**src/rtl/div_nr_param_if.sv**
```systemverilog
// Handshake and data bundle for div_nr_param.
//   master : requester side (drives ctrl_DIV, is_signed, operands; receives results)
//   slave  : divider side (receives start/operands; drives quotient, remainder,
//            exception flag, one-cycle data_resultRDY pulse and busy)
interface div_nr_param_if #(
    parameter int unsigned WIDTH = 32
);
    logic             ctrl_DIV;
    logic             is_signed;
    logic [WIDTH-1:0] data_operandA;
    logic [WIDTH-1:0] data_operandB;
    logic [WIDTH-1:0] data_result;
    logic [WIDTH-1:0] data_remainder;
    logic             data_exception;
    logic             data_resultRDY;
    logic             busy;

    modport master (
        output ctrl_DIV, is_signed, data_operandA, data_operandB,
        input  data_result, data_remainder, data_exception, data_resultRDY, busy
    );

    modport slave (
        input  ctrl_DIV, is_signed, data_operandA, data_operandB,
        output data_result, data_remainder, data_exception, data_resultRDY, busy
    );
endinterface

```
**src/rtl/div_nr_param.sv**
```systemverilog
// Iterative non-restoring divider, one quotient bit per clock.
// Ports:
//   clock    rising-edge clock
//   reset_n  asynchronous active-low reset
//   bus      div_nr_param_if slave: ctrl_DIV start pulse (samples operands and
//            mode), is_signed, data_operandA (dividend), data_operandB (divisor),
//            data_result (quotient), data_remainder, data_exception (divide by
//            zero), data_resultRDY (one-cycle result pulse), busy
// Signed operands are divided as magnitudes and the signs applied at the end;
// a start while busy aborts the running operation.
module div_nr_param #(
    parameter int unsigned WIDTH     = 32,
    parameter bit          SIGNED_EN = 1'b1
) (
    input  logic           clock,
    input  logic           reset_n,
    div_nr_param_if.slave  bus
);
    localparam int unsigned CNT_W = $clog2(WIDTH);

    typedef enum logic [1:0] {IDLE, RUN, FIX, DONE} state_t;

    state_t           state;
    logic [WIDTH:0]   remReg;     // signed partial remainder, one guard bit
    logic [WIDTH-1:0] quoReg;     // dividend shifting out, quotient shifting in
    logic [WIDTH-1:0] divMag;
    logic             quoNeg;
    logic             remNeg;
    logic [CNT_W-1:0] count;

    logic             signedMode_c;
    logic             aNeg_c;
    logic             bNeg_c;
    logic             bZero_c;
    logic [WIDTH-1:0] aMag_c;
    logic [WIDTH-1:0] bMag_c;
    logic [WIDTH:0]   shifted_c;
    logic [WIDTH:0]   divExt_c;
    logic [WIDTH:0]   stepRem_c;
    logic [WIDTH-1:0] stepQuo_c;
    logic [WIDTH-1:0] fixRem_c;
    logic [WIDTH-1:0] quoOut_c;
    logic [WIDTH-1:0] remOut_c;

    // Operand conditioning, one iteration step and the final correction.
    always_comb begin
        signedMode_c = SIGNED_EN ? bus.is_signed : 1'b0;
        aNeg_c       = signedMode_c & bus.data_operandA[WIDTH-1];
        bNeg_c       = signedMode_c & bus.data_operandB[WIDTH-1];
        bZero_c      = (bus.data_operandB == '0);
        aMag_c       = aNeg_c ? (WIDTH'(0) - bus.data_operandA) : bus.data_operandA;
        bMag_c       = bNeg_c ? (WIDTH'(0) - bus.data_operandB) : bus.data_operandB;

        shifted_c    = {remReg[WIDTH-1:0], quoReg[WIDTH-1]};
        divExt_c     = {1'b0, divMag};
        stepRem_c    = remReg[WIDTH] ? (shifted_c + divExt_c) : (shifted_c - divExt_c);
        stepQuo_c    = {quoReg[WIDTH-2:0], ~stepRem_c[WIDTH]};

        // Only the low WIDTH bits survive; a negative R lands in [0, |B|) after +|B|.
        fixRem_c     = remReg[WIDTH] ? (remReg[WIDTH-1:0] + divMag) : remReg[WIDTH-1:0];
        quoOut_c     = quoNeg ? (WIDTH'(0) - quoReg) : quoReg;
        remOut_c     = remNeg ? (WIDTH'(0) - fixRem_c) : fixRem_c;
    end

    // Control FSM and datapath registers.
    always_ff @(posedge clock or negedge reset_n) begin
        if (!reset_n) begin
            state              <= IDLE;
            remReg             <= '0;
            quoReg             <= '0;
            divMag             <= '0;
            quoNeg             <= 1'b0;
            remNeg             <= 1'b0;
            count              <= '0;
            bus.data_result    <= '0;
            bus.data_remainder <= '0;
            bus.data_exception <= 1'b0;
            bus.data_resultRDY <= 1'b0;
            bus.busy           <= 1'b0;
        end else begin
            // The pulse for a finishing operation fires even if a new start lands in DONE.
            bus.data_resultRDY <= (state == DONE);

            if (bus.ctrl_DIV) begin
                if (bZero_c) begin
                    bus.data_result    <= '0;
                    bus.data_remainder <= bus.data_operandA;
                    bus.data_exception <= 1'b1;
                    bus.busy           <= 1'b0;
                    state              <= DONE;
                end else begin
                    divMag   <= bMag_c;
                    quoNeg   <= aNeg_c ^ bNeg_c;
                    remNeg   <= aNeg_c;
                    remReg   <= '0;
                    quoReg   <= aMag_c;
                    count    <= '0;
                    bus.busy <= 1'b1;
                    state    <= RUN;
                end
            end else begin
                case (state)
                    IDLE: ;
                    RUN: begin
                        remReg <= stepRem_c;
                        quoReg <= stepQuo_c;
                        count  <= count + CNT_W'(1);
                        if (count == CNT_W'(WIDTH - 1)) begin
                            state <= FIX;
                        end
                    end
                    FIX: begin
                        bus.data_result    <= quoOut_c;
                        bus.data_remainder <= remOut_c;
                        bus.data_exception <= 1'b0;
                        bus.busy           <= 1'b0;
                        state              <= DONE;
                    end
                    DONE: state <= IDLE;
                    default: state <= IDLE;
                endcase
            end
        end
    end
endmodule

```
**src/flat_wrapper.sv**
```systemverilog
// flat-port wrapper written by rule: the top's interface ports become plain ports
module div_nr_param_flat 
#(
    parameter int unsigned WIDTH     = 32,
    parameter bit          SIGNED_EN = 1'b1
)
  (clock, reset_n, bus_ctrl_DIV, bus_is_signed, bus_data_operandA, bus_data_operandB, bus_data_result, bus_data_remainder, bus_data_exception, bus_data_resultRDY, bus_busy);
  div_nr_param_if #(.WIDTH(WIDTH)) bus_i ();
  input  logic clock;
  input  logic reset_n;
  input wire logic [$bits(bus_i.ctrl_DIV)-1:0] bus_ctrl_DIV;
  input wire logic [$bits(bus_i.is_signed)-1:0] bus_is_signed;
  input wire logic [$bits(bus_i.data_operandA)-1:0] bus_data_operandA;
  input wire logic [$bits(bus_i.data_operandB)-1:0] bus_data_operandB;
  output wire logic [$bits(bus_i.data_result)-1:0] bus_data_result;
  output wire logic [$bits(bus_i.data_remainder)-1:0] bus_data_remainder;
  output wire logic [$bits(bus_i.data_exception)-1:0] bus_data_exception;
  output wire logic [$bits(bus_i.data_resultRDY)-1:0] bus_data_resultRDY;
  output wire logic [$bits(bus_i.busy)-1:0] bus_busy;
  assign bus_i.ctrl_DIV = bus_ctrl_DIV;
  assign bus_i.is_signed = bus_is_signed;
  assign bus_i.data_operandA = bus_data_operandA;
  assign bus_i.data_operandB = bus_data_operandB;
  assign bus_data_result = bus_i.data_result;
  assign bus_data_remainder = bus_i.data_remainder;
  assign bus_data_exception = bus_i.data_exception;
  assign bus_data_resultRDY = bus_i.data_resultRDY;
  assign bus_busy = bus_i.busy;
  div_nr_param #(.WIDTH(WIDTH), .SIGNED_EN(SIGNED_EN)) u_core (.clock(clock), .reset_n(reset_n), .bus(bus_i));
endmodule
```
**config.mk**
```make
export PLATFORM = sky130hd
export DESIGN_NAME = div_nr_param_flat
export DESIGN_NICKNAME = d
export VERILOG_FILES = /design/src/rtl/div_nr_param_if.sv /design/src/rtl/div_nr_param.sv /design/src/flat_wrapper.sv
export SDC_FILE = /design/constraint.sdc
export NUM_CORES = 1
export LEC_CHECK = 0
export CORE_ASPECT_RATIO = 2
export CORE_MARGIN = 1.5
export CORE_UTILIZATION = 55
export CTS_CLUSTER_DIAMETER = 120
export CTS_CLUSTER_SIZE = 30
export DETAILED_ROUTE_END_ITERATION = 10
export PLACE_DENSITY = 0.86
export RECOVER_POWER = 50
export SETUP_SLACK_MARGIN = 0.5
export SLEW_MARGIN = 40
export SYNTH_ARGS = -nofsm -noshare
export SYNTH_HDL_FRONTEND = slang
export SYNTH_SLANG_ARGS = --single-unit
```
**constraint.sdc**
```tcl
create_clock -name clock -period 5.6 [get_ports clock]
set_input_delay 1.12 -clock clock [delete_from_list [all_inputs] [get_ports clock]]
set_output_delay 1.12 -clock clock [all_outputs]
set_load 0.01 [all_outputs]
```
==> flow_summary_export.csv, run 1 <==
group,metric,value,unit
worst_setup_path,cp.arrival,5210,ps
synthesis,synth_cells,1688,
synthesis,synthesis.nets,1828,
drt,finalWirelength,41.2,mm
drt,drc_errors,0,
worst_setup_path,reg2reg_depth,21,
die,start_util,0.562,
global_routing,antenna_found_initial,0,
layout,antenna_cells,0,
timing,tns,0,ps
clock_tree,numCtsBuffers,17,
drt,viasPerCell,6.27,
drt,drtPass1Iterations,5,
die,rows,81,
worst_setup_path,cp_slowest_cell,"or4_1",
global_routing,grt_usage,0.322,
timing,worst_slew_pin_slew,3020,ps
synthesis,synth.most_common_cell,"nand2_1",
synthesis,netlist_top_cells_count,"nand2_1, dfrtp_1, o21ai_0",
die,dieArea,26100,µm²
worst_setup_path,cp_data_required_time,5960,ps
outcome,status,"finished with violations",
synthesis,ys_async_sr_fraction,1.00,
place,dpl.hpwl,31.4,mm
timing,holdWs,477,ps
clock_tree,cts_hold_buf,0,
global_routing,grt_pass1_vias,13600,
place,dp.cells,2112,
timing,hold_viol,0,
pwr,p_clk_frac,0.185,
pwr,comb_power_share,0.539,
worst_setup_path,critPathMaxStageDelay,570,ps
global_routing,overflow,0,
timing,slew_headroom,-1.01,
worst_setup_path,cp-end-kind,"register",
layout,drive_gt1_frac,0.0740,
synthesis,yosysSeqAreaShare,0.314,
clock_tree,cts_sinks,173,
global_routing,grt_pass1_wl,65.4,mm
layout,nFillCells,2039,
global_routing,grt_max_degree,89,
synthesis,synth_top_area_share,0.314,
worst_setup_path,reg2reg_from,"u_core.divMag[6]",
clock_tree,h-tree-depth,4,
timing,setup_viol,0,
synthesis,synth_top_flop_cell,"dfrtp_1",
worst_setup_path,crit_type,"reg -> reg",
synthesis,yosysTopAreaCell,"dfrtp_1",
synthesis,synth_cell_type_count,73,
synthesis,synth_area_leaders,"dfrtp_1, xor2_1, ha_1",
hold_path,whs_path_depth,1,
outcome,violations,"capacitance limit, slew limit",
synthesis,syn_area_per_cell,8.17,µm²
timing,fin_crit_sh,0.866,
hold_path,hp-class,"reg -> reg",
clock_tree,clk_latency,470,ps
worst_setup_path,r2r-end,"u_core.remReg[32]",
die,coreArea,24500,µm²
timing,fmax,206,MHz
flow_run,drv_cap,2,
die,die_h,227,µm
pwr,p_int,0.00408,W
hold_path,holdPathEnd,"u_core.bus.data_exception",
die,die_width,115,µm
worst_setup_path,reg2reg_slack,750,ps
clock_tree,cts_tree,"done",
clock_tree,cts_max_path_buffers,2,
clock_tree,clk_pin_slew,70,ps
synthesis,ys_ff_latch,173,
pwr,power.leakage,6.83,nW
drt,drt_iter0_markers,943,
timing,rsz0062_at_grt,"false",
worst_setup_path,path_cells,"or4_1 -> nor3_2 -> nand2_1 -> or2_2 -> nor3_4 -> and3b_2 -> nand2_1 -> nor3_1 -> buf_4 -> a21oi_1 -> xor2_1 -> ha_1 -> or2_2 -> nand4_1 -> a2bb2oi_1 -> o21ai_1 -> a211o_1 -> a21o_1 -> xnor2_1 -> buf_4 -> o211a_1",
synthesis,synth_edf_count,0,
timing,report.final.slew_viol_count,89,
pwr,switching_share,0.431,
worst_setup_path,path_buf_inv,2,
place,numPortBuffers,134,
layout,final_nets,1939,
layout,syn2layout_area_growth,17.8,%
synthesis,syn_area,13800,µm²
pwr,peakVddDrop,215,µV
timing,fin_crit,4850,ps
synthesis,yosys_warnings,0,
worst_setup_path,cp-start-kind,"register",
worst_setup_path,cp_top_family,"simple AND/OR/NAND/NOR gates",
pwr,seqPwrFrac,0.277,
drt,antenna_left,0,
pwr,p_per_area,441,nW/µm²
place,globalplace.congestion,0.927,
drt,vias,13500,
layout,fin_cells,2144,
worst_setup_path,crit_fanout,4,
pwr,p_sw,0.00309,W
hold_path,hp-start,"u_core.bus.data_exception",
clock_tree,cts-root-buf,"clkbuf_16",
drt,routedWlPerCell,19.2,µm
timing,finClkSkew,10.2,ps
die,io_pins,135,
[layout make-up]
cell class              instances  area [µm²]  share of cell area
flip-flops and latches        173        4330               0.267
inverters                      39         146             0.00901
clock buffers                  18         439              0.0270
repair buffers                173        1670               0.103
clock inverters                14         204              0.0126
multi-input cells            1395        9050               0.557
well taps                     332         415              0.0256
[registers in the layout, indices dropped and copies added, names as in the netlist]
name,count
u_core.state,2
u_core.divMag,32
u_core.quoReg,32
u_core.quoNeg,1
u_core.count,5
u_core.bus.data_resultRDY,1
u_core.bus.data_remainder,32
u_core.bus.busy,1
u_core.remNeg,1
u_core.remReg,33
u_core.bus.data_result,32
u_core.bus.data_exception,1
[metrics by stage]
step	worst slack (ps)	total power, W	util	instance area (µm²)
finish	748	0.00717	0.663	16200
global route	518	0.00764	0.663	16200
floorplan	572	0.00453	-	13800
detailed placement	527	0.00578	0.635	15600
CTS	517	0.00712	0.662	16200
global placement	557	0.00565	0.635	15600
[worst max path at each step]
stage / cells after the start / endpoint / startpoint / slack (ps)
after floorplan: 21 / u_core.remReg[31] / u_core.remReg[32] / 570
after global placement: 21 / u_core.remReg[32] / u_core.divMag[6] / 560
after detailed placement: 21 / u_core.remReg[32] / u_core.divMag[6] / 530
after CTS: 21 / u_core.remReg[32] / u_core.divMag[6] / 520
after global routing: 21 / u_core.remReg[32] / u_core.divMag[6] / 520
final: 21 / u_core.remReg[32] / u_core.divMag[6] / 750
[power groups by stage]
stage	combinational [W]	clock, W	sequential (W)
after global placement	0.00367	0	0.00198
after global routing	0.00424	0.00138	0.00202
after floorplan	0.00260	0	0.00193
after CTS	0.00383	0.00133	0.00197
final	0.00386	0.00132	0.00198
after detailed placement	0.00379	0	0.00199
[per-layer routing]
layer  part of all wire  track usage  wire length (µm)
met5                  0            0                 0
met4              0.087        0.274              3560
met3              0.043       0.0527              1780
met2               0.52        0.579             21400
met1               0.35        0.314             14400
[placed cells by master, fill, tap and decap left out, types with 30 or more instances in the layout]
cell type,Yosys,layout
inv_1,37,37
ha_1,70,69
nand2_1,207,205
nand3_1,45,45
xnor2_1,63,63
xor2_1,101,101
o22ai_1,30,30
dlygate4sd3_1,0,31
o21ai_0,160,158
clkdlybuf4s50_1,0,101
a21o_1,31,31
nor2_1,125,123
mux2_2,31,31
a21oi_1,141,140
buf_4,2,33
o31ai_1,41,41
nor3_1,40,38
dfrtp_1,173,171
[kinds of logic after synthesis]
group	share of synthesized area
AOI/OAI and AO/OA	0.253
xor gates and xnor gates	0.106
adders and majority gates	0.0664
buffers and inverters	0.0335
DFF	0.314
muxes	0.0434
and+or+nand+nor	0.184
[what timing repair did]
action / CTS / global route
gates resized for setup: 1 / 8
setup endpoints to repair: 1 / 5
setup buffers: 0 / 0
pin swaps: 0 / 1
No activity file was read; power rests on OpenSTA's default activity.
==> run 2, diff against run 1 <==
--- a/config.mk
+++ b/config.mk
@@ -7,11 +7,11 @@
 export LEC_CHECK = 0
 export CORE_ASPECT_RATIO = 2
 export CORE_MARGIN = 1.5
-export CORE_UTILIZATION = 55
+export CORE_UTILIZATION = 38
 export CTS_CLUSTER_DIAMETER = 120
-export CTS_CLUSTER_SIZE = 30
+export CTS_CLUSTER_SIZE = 16
 export DETAILED_ROUTE_END_ITERATION = 10
-export PLACE_DENSITY = 0.86
+export PLACE_DENSITY = 0.66
 export RECOVER_POWER = 50
 export SETUP_SLACK_MARGIN = 0.5
 export SLEW_MARGIN = 40
==> run 2 against run 1 <==
  * The flow still finishes with violations (capacitance limit, slew limit)
  * First-iteration DRC count fell by 35%
  * Worst hold slack improved by 6.4 ps
  * Final cell count rose by 5.6%
  * Largest power group unchanged
==> flow_summary_export.csv, run 2 (same netlist as run 1, synthesis figures left out) <==
group,metric,value,unit
die,dieArea,37500,µm²
layout,final_common_cell,"nand2_1",
timing,fin_crit,4840,ps
global_routing,grt_pass1_vias,13100,
layout,regArea,4330,µm²
timing,finClkSkew,11.4,ps
flow_run,drv_cap,2,
layout,nFillCells,3549,
clock_tree,h-tree-depth,4,
clock_tree,cts_max_path_buffers,2,
place,numPortBuffers,134,
clock_tree,clk_latency,460,ps
worst_setup_path,reg2reg_depth,13,
drt,drt_iter0_markers,612,
pwr,peakVddDrop,256,µV
pwr,power.leakage,6.86,nW
layout,max_flop_register,"u_core.remReg",
die,rows,98,
clock_tree,cts_tree,"done",
outcome,status,"finished with violations",
timing,report.final.slew_viol_count,91,
worst_setup_path,cp_data_required_time,5990,ps
layout,drive_gt1_frac,0.0755,
drt,viasPerCell,5.75,
worst_setup_path,r2r-end,"u_core.bus.data_remainder[31]",
global_routing,grt_max_degree,87,
worst_setup_path,cp.arrival,5220,ps
timing,tns,0,ps
pwr,comb_power_share,0.543,
clock_tree,numCtsBuffers,17,
hold_path,whs_path_depth,2,
layout,fin_cells,2264,
die,io_pins,135,
drt,finalWirelength,43.0,mm
clock_tree,cts_sinks,173,
pwr,p_per_area,435,nW/µm²
drt,vias,13000,
hold_path,hp-start,"u_core.bus.data_result[25]",
timing,setup_viol,0,
worst_setup_path,cp-end-kind,"register",
worst_setup_path,crit_type,"reg -> reg",
pwr,switching_share,0.432,
layout,final_nets,1941,
timing,fmax,207,MHz
layout,final_util,0.458,
drt,drc_errors,0,
layout,syn2layout_area_growth,19.0,%
pwr,p_int,0.00406,W
hold_path,hp-class,"reg -> reg",
layout,antenna_cells,0,
place,globalplace.congestion,0.898,
pwr,p_clk_frac,0.179,
die,die_width,138,µm
timing,slew_headroom,-0.730,
timing,hold_viol,0,
timing,fin_crit_sh,0.864,
timing,fin_ws,762,ps
global_routing,grt_pass1_wl,67.3,mm
place,dpl.hpwl,33.8,mm
worst_setup_path,reg2reg_from,"u_core.divMag[0]",
die,start_util,0.385,
place,dp.cells,2232,
hold_path,holdPathEnd,"u_core.bus.data_result[25]",
drt,drtPass1Iterations,5,
worst_setup_path,cp-start-kind,"register",
global_routing,overflow,0,
place,place_ws,339,ps
pwr,seqPwrFrac,0.278,
clock_tree,cts_hold_buf,0,
clock_tree,cts-root-buf,"clkbuf_16",
timing,worst_slew_pin_slew,2600,ps
worst_setup_path,crit_fanout,5,
layout,multi_input_area,9080,µm²
die,coreArea,35800,µm²
timing,rsz0062_at_grt,"true",
die,die_h,272,µm
global_routing,antenna_found_initial,0,
outcome,violations,"capacitance limit, slew limit",
drt,antenna_left,0,
layout,layout_common_cells,"nand2_1, dfrtp_1, o21ai_0",
layout,largest_reg_flops,33,
drt,routedWlPerCell,19.0,µm
clock_tree,clk_pin_slew,70,ps
worst_setup_path,reg2reg_slack,760,ps
global_routing,grt_usage,0.233,
pwr,p_sw,0.00309,W
## run 2: layout make-up
type | count | share of cell area
Multi-Input combinational cell | 1395 | 0.553
Clock buffer | 21 | 0.0280
Timing Repair Buffer | 175 | 0.102
Tap cell | 450 | 0.0343
Sequential cell | 173 | 0.264
Inverter | 39 | 0.00892
Clock inverter | 11 | 0.00953
## run 2: power groups by stage
stage	combinational (W)	clock, W	sequential (W)
floorplan	0.00260	0	0.00193
global placement	0.00376	0	0.00199
detailed placement	0.00384	0	0.00201
CTS	0.00387	0.00130	0.00199
global route	0.00428	0.00135	0.00203
finish	0.00388	0.00128	0.00199
## run 2: through the flow
step,area [µm²],hold slack (ps),power [W]
2_1_floorplan,13800,475,0.00453
3_3_place_gp,15700,460,0.00576
3_5_place_dp,15800,474,0.00585
4_1_cts,16400,490,0.00716
5_1_grt,16400,505,0.00766
6_report,16400,483,0.00715
## run 2: routing by layer
layer / up-vias / track usage / part of all wire
li1: 6391 / - / -
met1: 6143 / 0.228 / 0.35
met2: 359 / 0.436 / 0.54
met3: 129 / 0.0296 / 0.035
met4: 0 / 0.169 / 0.076
met5: - / 0 / 0
## run 2: repair_timing
action / in CTS / in global routing
pin swaps: 0 / 0
buffers inserted: 0 / 0
resized for setup: 2 / 11
endpoints found under the setup margin: 2 / 5
## run 2: worst max-delay path, stage by stage (launching register included)
cell	delay [ps]
dfrtp_1	430
ha_1	250
fa_1	410
a211oi_1	450
o21ai_1	300
xor2_1	220
mux2i_1	300
or4b_2	700
nor2_1	320
and4_1	380
nand4_1	180
o41ai_1	390
xnor3_1	290
o22ai_1	130
## run 2: worst max-delay path by stage
stage / startpoint / to / slack, ps / cells after the start
after floorplan: u_core.remReg[32] / u_core.remReg[31] / 570 / 21
after global placement: bus_data_operandB[4] / u_core.quoReg[11] / 410 / 12
after detailed placement: u_core.divMag[6] / u_core.remReg[32] / 340 / 21
after CTS: u_core.divMag[6] / u_core.remReg[32] / 510 / 21
after global routing: u_core.divMag[6] / u_core.quoReg[0] / 500 / 21
final: u_core.divMag[0] / u_core.bus.data_remainder[31] / 760 / 13
